### config.mk
export PLATFORM = sky130hd
export DESIGN_NAME = fft_reorder
export DESIGN_NICKNAME = d
export VERILOG_FILES = /design/src/rtl/fft_pkg.sv /design/src/rtl/fft_reorder_bank.sv /design/src/rtl/fft_reorder.sv
export SDC_FILE = /design/constraint.sdc
export NUM_CORES = 2
export LEC_CHECK = 0
export ABC_AREA = 1
export CAP_MARGIN = 5
export CORE_ASPECT_RATIO = 2
export CORE_MARGIN = 2
export CORE_UTILIZATION = 63
export CTS_BUF_LIST = sky130_fd_sc_hd__clkbuf_4 sky130_fd_sc_hd__clkbuf_8 sky130_fd_sc_hd__clkbuf_16
export CTS_CLUSTER_DIAMETER = 150
export CTS_CLUSTER_SIZE = 28
export DETAILED_ROUTE_END_ITERATION = 8
export GPL_ROUTABILITY_DRIVEN = 0
export PLACE_DENSITY_LB_ADDON = 0.1
export SYNTH_ARGS = -nofsm -noshare
export SYNTH_HDL_FRONTEND = slang
export SYNTH_HIERARCHICAL = 1
export SYNTH_SLANG_ARGS = --single-unit
### constraint.sdc
create_clock -name clk -period 8.53 [get_ports clk]
set_clock_uncertainty 0.1 [all_clocks]
set_input_delay 1.706 -clock clk [delete_from_list [all_inputs] [get_ports clk]]
set_output_delay 1.706 -clock clk [all_outputs]
set_load 0.01 [all_outputs]
### src/rtl/fft_pkg.sv
// Shared constants, sample type and bit-reversal helper for the FFT output reorder path.
// Latency: n/a (types and functions only).
// Backpressure: n/a.
// Contents: DATA_W/LOG2N/N constants, cplx_t {re, im}, rd_state_t read FSM encoding, bitrev().
package fft_pkg;

  localparam int DATA_W = 16;
  localparam int LOG2N  = 5;
  localparam int N      = 1 << LOG2N;

  typedef struct packed {
    logic [DATA_W-1:0] re;
    logic [DATA_W-1:0] im;
  } cplx_t;

  typedef enum logic {
    RD_IDLE   = 1'b0,
    RD_STREAM = 1'b1
  } rd_state_t;

  // Mirror the address bits: the SDF pipeline emits bin bitrev(k) as its k-th sample.
  function automatic logic [LOG2N-1:0] bitrev(input logic [LOG2N-1:0] a);
    logic [LOG2N-1:0] r;
    for (int i = 0; i < LOG2N; i++) begin
      r[i] = a[LOG2N-1-i];
    end
    return r;
  endfunction

endpackage

### src/rtl/fft_reorder_bank.sv
// One frame bank of the reorder buffer: 2^AW words, synchronous write, combinational read.
// Latency: a write is visible on rdat the cycle after we is sampled.
// Backpressure: none; the owner decides when to write and read.
// Ports: clk, we, waddr[AW], wdat[W] (write side); raddr[AW] -> rdat[W] (read side).
module fft_reorder_bank #(
  parameter int W  = 32,
  parameter int AW = 5
) (
  input  logic          clk,
  input  logic          we,
  input  logic [AW-1:0] waddr,
  input  logic [W-1:0]  wdat,
  input  logic [AW-1:0] raddr,
  output logic [W-1:0]  rdat
);

  localparam int DEPTH = 1 << AW;

  // Contents are left unreset: every word is rewritten before its frame is marked full.
  logic [W-1:0] mem_q [DEPTH];
  logic [W-1:0] mem_d [DEPTH];

  always_comb begin
    mem_d = mem_q;
    if (we) begin
      mem_d[waddr] = wdat;
    end
  end

  always_ff @(posedge clk) begin
    mem_q <= mem_d;
  end

  assign rdat = mem_q[raddr];

endmodule

### src/rtl/fft_reorder.sv
// Bit-reversal reorder of the 32-point SDF FFT output: bit-reversed input frames out in natural order.
// Latency: bin 0 is valid the cycle after the 32nd sample of a frame is written; 1 sample/cycle sustained.
// Backpressure: output holds while valid_o && !ready_i; input is never stalled, samples arriving into a full bank are dropped (sticky overflow_o).
// Ports: clk, rst; valid_i, data_in_r/i (input stream); valid_o, ready_i, data_out_r/i, index_o, sof_o (output); overflow_o.
module fft_reorder #(
  parameter int DATA_W = fft_pkg::DATA_W,
  parameter int LOG2N  = fft_pkg::LOG2N
) (
  input  logic              clk,
  input  logic              rst,
  input  logic              valid_i,
  input  logic [DATA_W-1:0] data_in_r,
  input  logic [DATA_W-1:0] data_in_i,
  input  logic              ready_i,
  output logic              valid_o,
  output logic [DATA_W-1:0] data_out_r,
  output logic [DATA_W-1:0] data_out_i,
  output logic [LOG2N-1:0]  index_o,
  output logic              sof_o,
  output logic              overflow_o
);

  import fft_pkg::*;

  localparam int               NW   = 2 * DATA_W;
  localparam logic [LOG2N-1:0] LAST = LOG2N'((1 << LOG2N) - 1);

  // Bank bookkeeping
  logic [1:0]       full_q, full_d;
  logic             wb_q, wb_d;
  logic             rb_q, rb_d;
  logic [LOG2N-1:0] wcnt_q, wcnt_d;
  logic [LOG2N-1:0] rcnt_q, rcnt_d;
  rd_state_t        state_q, state_d;

  // Output register
  logic              valid_q, valid_d;
  logic [DATA_W-1:0] dout_r_q, dout_r_d;
  logic [DATA_W-1:0] dout_i_q, dout_i_d;
  logic [LOG2N-1:0]  index_q, index_d;
  logic              sof_q, sof_d;
  logic              ovf_q, ovf_d;

  // Bank ports
  logic             wr_en;
  logic [1:0]       bank_we;
  logic [LOG2N-1:0] waddr;
  logic [NW-1:0]    wdat;
  logic [NW-1:0]    rdat0, rdat1, rdat;
  logic             can_adv;
  logic             load;

  assign wr_en   = valid_i && !full_q[wb_q];
  assign waddr   = bitrev(wcnt_q);
  assign wdat    = {data_in_r, data_in_i};
  assign bank_we = {wr_en && wb_q, wr_en && !wb_q};
  assign rdat    = rb_q ? rdat1 : rdat0;
  assign can_adv = !valid_q || ready_i;

  fft_reorder_bank #(.W(NW), .AW(LOG2N)) u_bank0 (
    .clk   (clk),
    .we    (bank_we[0]),
    .waddr (waddr),
    .wdat  (wdat),
    .raddr (rcnt_q),
    .rdat  (rdat0)
  );

  fft_reorder_bank #(.W(NW), .AW(LOG2N)) u_bank1 (
    .clk   (clk),
    .we    (bank_we[1]),
    .waddr (waddr),
    .wdat  (wdat),
    .raddr (rcnt_q),
    .rdat  (rdat1)
  );

  always_comb begin
    full_d   = full_q;
    wb_d     = wb_q;
    rb_d     = rb_q;
    wcnt_d   = wcnt_q;
    rcnt_d   = rcnt_q;
    state_d  = state_q;
    valid_d  = valid_q;
    dout_r_d = dout_r_q;
    dout_i_d = dout_i_q;
    index_d  = index_q;
    sof_d    = sof_q;
    ovf_d    = ovf_q;
    load     = 1'b0;

    // Write side. A write and a free can never hit the same bank in one cycle:
    // writing needs full[wb] clear while reading needs full[rb] set.
    if (wr_en) begin
      wcnt_d = wcnt_q + 1'b1;
      if (wcnt_q == LAST) begin
        full_d[wb_q] = 1'b1;
        wb_d         = ~wb_q;
      end
    end
    if (valid_i && full_q[wb_q]) begin
      ovf_d = 1'b1;
    end

    // Read side. rcnt is always 0 in IDLE (it wraps on the last load), so IDLE
    // can load entry 0 in the same cycle it notices a full bank; this removes
    // the bubble between frames and gives bin 0 one cycle after the last write.
    unique case (state_q)
      RD_IDLE: begin
        if (full_q[rb_q]) begin
          state_d = RD_STREAM;
          load    = can_adv;
        end
      end
      RD_STREAM: begin
        load = can_adv;
      end
      default: begin
        state_d = RD_IDLE;
      end
    endcase

    if (load) begin
      valid_d  = 1'b1;
      dout_r_d = rdat[NW-1:DATA_W];
      dout_i_d = rdat[DATA_W-1:0];
      index_d  = rcnt_q;
      sof_d    = (rcnt_q == '0);
      rcnt_d   = rcnt_q + 1'b1;
      state_d  = RD_STREAM;
      if (rcnt_q == LAST) begin
        full_d[rb_q] = 1'b0;
        rb_d         = ~rb_q;
        state_d      = full_q[~rb_q] ? RD_STREAM : RD_IDLE;
      end
    end else if (ready_i) begin
      valid_d = 1'b0;
    end
  end

  always_ff @(posedge clk or posedge rst) begin
    if (rst) begin
      full_q   <= '0;
      wb_q     <= 1'b0;
      rb_q     <= 1'b0;
      wcnt_q   <= '0;
      rcnt_q   <= '0;
      state_q  <= RD_IDLE;
      valid_q  <= 1'b0;
      dout_r_q <= '0;
      dout_i_q <= '0;
      index_q  <= '0;
      sof_q    <= 1'b0;
      ovf_q    <= 1'b0;
    end else begin
      full_q   <= full_d;
      wb_q     <= wb_d;
      rb_q     <= rb_d;
      wcnt_q   <= wcnt_d;
      rcnt_q   <= rcnt_d;
      state_q  <= state_d;
      valid_q  <= valid_d;
      dout_r_q <= dout_r_d;
      dout_i_q <= dout_i_d;
      index_q  <= index_d;
      sof_q    <= sof_d;
      ovf_q    <= ovf_d;
    end
  end

  assign valid_o    = valid_q;
  assign data_out_r = dout_r_q;
  assign data_out_i = dout_i_q;
  assign index_o    = index_q;
  assign sof_o      = sof_q;
  assign overflow_o = ovf_q;

endmodule

# After elaboration in Yosys (flattened, before gate mapping)
# Index checks and enable logic that the tools add are counted.
[classes] n_eq_ne=2 n_reduce_logical=15 add_sub_neg=2 n_div=0 order_cmp=8 n_mux=34 mul=0 bitwise_logic=8 n_shift=0
[ops] op="bitwise mux 1024 bit" count=2
[ops] op="binary-select mux 32 bit (select 5 bit)" count=2
[ops] op="two-way mux 32 bit" count=6
[ops] op="demux 32 bit (select 5 bit)" count=1
[ops] op="two-way mux 1 bit" count=16
[ops] op="greater-or-equal comparator 6 bit, second input constant" count=2
[ops] op="inverter 5 -> 6 bit" count=2
[ops] op="adder 5 x 1 -> 5 bit, second input constant" count=2
[ops] op="== test 5 bit, second input constant" count=2
[ops] op="two-way mux 2 bit" count=4
[ops] op="logical AND 1 bit" count=7
[ops] op="less-than comparator 1 x 2 -> 1 bit, second input constant" count=3
[ops] op="less-than comparator 6 x 1 -> 1 bit, second input constant" count=1
[ops] op="zero test 5 bit" count=1
[ops] op="AND reduction 2 bit" count=2
[ops] op="zero test 1 bit" count=3
[ops] op="inverter 1 bit" count=3
[ops] op="bitwise AND 2 bit" count=1
[ops] op="demux 1 bit (select 1 bit)" count=2
[ops] op="greater-or-equal comparator 1 bit, second input constant" count=2
[ops] op="inverter 2 bit" count=1
[ops] op="OR 2 bit" count=1
[ops] op="case mux 1 bit (2 select lines)" count=1
[ops] op="nonzero test 2 bit" count=1
[ops] op="logical OR 1 bit" count=1
[word_totals] latchBits=0 romBits=0 reg_bits=2103 wordCells=145 mem_count=0 ram_bits=0

# Longest topological paths before layout
[depth] depth_word=10 depth_mapped=16 ltp_nobuf=13

# Modules after synthesis
# Netlist, hierarchy kept.
[modules_own_cells] module="fft_reorder_bank" area_each_um2=41639.9 cells_per_inst=3504 instances=2
[modules_own_cells] module="fft_reorder" area_each_um2=2796.4 cells_per_inst=383 instances=1

# Worst setup path before layout
# Ideal clock, no wire load.
[synth_path] kind="input to register" startpoint="input port valid_i" endpoint="register u_bank1/mem_q[160] (netlist name) (enable)" setup_ns=0.421 arrival_ns=3.540 stages=4 path_slack_ns=4.468 path_cell_list="nand3_1 inv_1 nand3_1 nor2_1"
[synth_between] elab_chain_len=2
[synth_lines] item="start, declared" line="fft_reorder.sv:11" text="input logic valid_i,"
[synth_lines] item="logical AND 1 bit" line="fft_reorder.sv:53" text="assign wr_en = valid_i && !full_q[wb_q];"
[synth_lines] item="logical AND 1 bit" line="fft_reorder.sv:56" text="assign bank_we = {wr_en && wb_q, wr_en && !wb_q};"
[synth_lines] item="named net bank_we[1]" line="fft_reorder.sv:46" text="logic [1:0] bank_we;"
[synth_lines] item="end signal, assigned" line="fft_reorder_bank.sv:31" text="mem_q <= mem_d;"
[synth_lines] item="end, declared" line="fft_reorder_bank.sv:20" text="logic [W-1:0] mem_q [DEPTH];"
# The timed path passes the listed nets, and every way through them passes these cells.
# A chain may end at the register's enable or synchronous reset.

# Worst setup path after layout
[layout_path] startpoint="input port valid_i" endpoint="register u_bank0/mem_q[786] (netlist name) (enable)"
[layout_between] elab_chain_len=2
[layout_lines] item="logical AND 1 bit" line="fft_reorder.sv:53"
[layout_lines] item="logical AND 1 bit" line="fft_reorder.sv:56"
[layout_lines] item="named net bank_we[0]" line="fft_reorder.sv:46"
[layout_lines] item="end signal, assigned" line="fft_reorder_bank.sv:31"
[layout_lines] item="end, declared" line="fft_reorder_bank.sv:20"
# The timed path passes the listed nets, and every way through them passes these cells.

==> reports/qor.csv <==
stage;metric;value;unit
drt;vias;55012;
timing;setup_slack;4.13;ns
timing;final-hold-violation-count;0;
critical_path;critPathKind;input pin to flip-flop;
drt;drc;0;
place;placedCellCount;8810;
clock_tree;ctsResizeCount;0;
critical_path;critPathSlowestCell;nor2_4;
drt;avgRoutedWirePerCell;25.8;um
global_routing;grt_pass1_wl;334000;um
drt;antenna_left;0;
timing;relSlewSlack;0.124;
drt;drt_pass1_iterations;7;
logic_synthesis;synthArstFlopShare;0.0262;
logic_synthesis;synth_edf_count;2048;
logic_synthesis;netlist_instances;7391;
clock_tree;cts_setup_buffers;0;
cells_and_area;stdcell_count;8949;
cells_and_area;design_area;89600;sq um
clock_tree;clk_path_buf_depth;3;
worst_hold_path;hold_start;index_o[0];
power_and_ir_drop;power;23.9;mW
floorplanning;die_area;140000;sq um
clock_tree;ctsHoldBuffers;0;
critical_path;r2r_end;data_out_r[12];
flow_run;maxCapViolCount;0;
place;hpwlAfterDp;134000;um
global_routing;grt_use_total;0.329;
place;place_ws;3.40;ns
timing;finalMaxSlewViolations;0;
global_routing;antenna_found_initial;14;
critical_path;worstSetupStartpointType;input pin;
critical_path;path_buf_inv;2;
clock_tree;clkSinkCount;2103;
worst_hold_path;holdPathEnd;index_o[0];
drt;first_iter_violations;6293;
logic_synthesis;ys_types;22;
timing;worstMarginPinSlew;1.31;ns
place;placed_area;87100;sq um
logic_synthesis;synth_fp_nets;7432;
logic_synthesis;synth_flop_cell;edfxtp_1;
floorplanning;die_y;527;um
clock_tree;numCtsBuffers;85;
worst_hold_path;hold_path.class;flip-flop to flip-flop;
critical_path;worst_setup_path_end_kind;flip-flop;
logic_synthesis;syn_avg_cell_area;11.6;sq um
power_and_ir_drop;p_per_area;266;nW/um^2
floorplanning;row_count;191;
logic_synthesis;ys_ff_latch;2103;
timing;setup_viol;0;
critical_path;max_stage_delay;1.26;ns
critical_path;worst-r2r-setup-slack;4.25;ns
critical_path;cp_max_fo;32;
cells_and_area;final_layout_size_suffix_gt1_frac;0.0428;
clock_tree;cts_tree;yes;
timing;period_share;0.516;
logic_synthesis;yosysWarnings;6;
floorplanning;initial_core_util;0.635;
timing;fmax;227;MHz
critical_path;crit_family;simple AND/OR/NAND/NOR gates;
outcome;status;complete, no violations;
floorplanning;die_x;265;um
cells_and_area;nets;7201;
cells_and_area;n_fill_cell;9994;
timing;grt_setup_unrepaired;false;
global_routing;grt-ovfl-total;0;
clock_tree;insertion_delay;0.74;ns
power_and_ir_drop;p_leak;32.4;nW
worst_hold_path;whs_path_depth;2;
timing;fin_tns_setup;0;ns
clock_tree;htreeDepth;3;
critical_path;required;8.78;ns
logic_synthesis;synthesis.area;86100;sq um
power_and_ir_drop;ir_drop;0.269;mV
floorplanning;core;136000;sq um
place;portBuffers;75;
drt;viasPerCell;6.15;
drt;wirelength;231000;um
logic_synthesis;yosysSeqAreaShare;0.730;
critical_path;path_cells;clkdlybuf4s50_1 > nand2_1 > inv_1 > nand3_1 > nor2_4;
clock_tree;root_buffer;clkbuf_16;
global_routing;grt_pass1_vias;52873;
critical_path;rr_worst_depth;14;
timing;fin_crit;4.40;ns
critical_path;cp_data_arrival_time;4.65;ns
critical_path;r2r_start;rcnt_q[1];
cells_and_area;synthToLayoutAreaGrowth;4.14;%
global_routing;grt_max_degree;217;
floorplanning;io-pin-count;76;
clock_tree;path_clk_slew;0.11;ns
cell families (layout without fill, tap and decap cells):
family	after synthesis	count (layout)	synth area share
flip-flops	2103	2103	0.730
buffers and inverters	494	307	0.0360
adder cells (fa/ha/maj)	5	5	0.000727
AO/OA/AOI/OAI	9	9	0.000552
AND/OR/NAND/NOR	4778	4778	0.232
other	0	8	0
XOR/XNOR	2	2	0.000204
where the power goes:
| group | total, mW | switching (mW) | internal, mW |
|---|---|---|---|
| Clock | 5.03 | 2.95 | 2.09 |
| Combinational | 7.15 | 5.30 | 1.85 |
| Sequential | 11.7 | 0.243 | 11.4 |
| Total | 23.9 | 8.49 | 15.4 |
layer usage:
layer / global-route usage / routed length, um / share of wire / vias to the layer above
li1: - / - / - / 25018
met1: 0.383 / 78600 / 0.34 / 26780
met2: 0.584 / 121000 / 0.53 / 2637
met3: 0.0365 / 15500 / 0.067 / 573
met4: 0.202 / 15500 / 0.067 / 4
met5: 0 / 22 / 0.000095 / -
cell type report:
cell class	instances	area (sq um)	area share
Antenna cell	8	20.0	0.000223
Clock buffer	130	2530	0.0283
Clock inverter	1	30.0	0.000335
Inverter	39	201	0.00225
Multi-Input combinational cell	4794	20600	0.230
Sequential cell	2103	62900	0.702
Tap cell	1737	2170	0.0242
Timing Repair Buffer	137	1210	0.0135
cell usage after synthesis (2+ instances only):
cell type	instances	area (sq um)
a21oi_1	4	20.0
buf_1	32	120
buf_2	223	1120
buf_4	51	383
buf_6	102	1150
clkbuf_1	47	176
dfrtp_1	55	1380
edfxtp_1	2048	61500
ha_1	5	62.6
inv_1	32	120
inv_2	5	18.8
inv_6	2	17.5
nand2_1	3093	11600
nand2_2	2	12.5
nand3_1	1607	8040
nand4_1	2	12.5
nor2_1	72	270
o21ai_0	4	20.0
xor2_1	2	17.5
placed cells by master (no fill, tap or decap), types with 2 or more instances in the layout:
| cell type | instances |
|---|---|
| nand2_1 | 3092 |
| edfxtp_1 | 2048 |
| nand3_1 | 1607 |
| clkbuf_16 | 89 |
| buf_4 | 74 |
| nor2_4 | 64 |
| dfrtp_1 | 50 |
| clkdlybuf4s50_1 | 43 |
| clkbuf_4 | 41 |
| inv_1 | 29 |
| buf_2 | 12 |
| diode_2 | 8 |
| nor2_1 | 8 |
| buf_12 | 8 |
| ha_1 | 5 |
| dfrtp_4 | 5 |
| inv_2 | 4 |
| a21oi_1 | 4 |
| o21ai_0 | 4 |
| nand2_2 | 3 |
| xor2_1 | 2 |
| nand4_1 | 2 |
| inv_16 | 2 |
| inv_8 | 2 |
through the flow:
step           utilization  hold WS, ns
2_1_floorplan            -        0.393
3_3_place_gp         0.642        0.359
3_5_place_dp         0.642        0.358
4_1_cts              0.661        0.384
5_1_grt              0.662        0.407
6_report             0.662        0.378
sequential cells by signal, indices dropped and copies added, names as in the netlist:
| signal | count |
|---|---|
| u_bank0/mem_q | 1024 |
| u_bank1/mem_q | 1024 |
| data_out_i | 16 |
| data_out_r | 16 |
| index_o | 5 |
| rcnt_q | 5 |
| wcnt_q | 5 |
| full_q | 2 |
| overflow_o | 1 |
| rb_q | 1 |
| sof_o | 1 |
| state_q | 1 |
| valid_o | 1 |
| wb_q | 1 |
worst min-delay path, stage by stage (launching register included):
cell and delay, ns:
dfrtp_1 0.36, nand2_1 0.05, nand2_1 0.04
how the worst max path moves through the flow:
stage / from / to / cells past startpoint
after floorplan: valid_i / u_bank1/mem_q[160] / 4
after global placement: valid_i / u_bank1/mem_q[703] / 5
after detailed placement: valid_i / u_bank1/mem_q[710] / 5
after CTS: valid_i / u_bank1/mem_q[728] / 5
after global routing: valid_i / u_bank1/mem_q[724] / 5
final: valid_i / u_bank0/mem_q[786] / 5
Note: power is estimated with default switching activity, not from simulation.
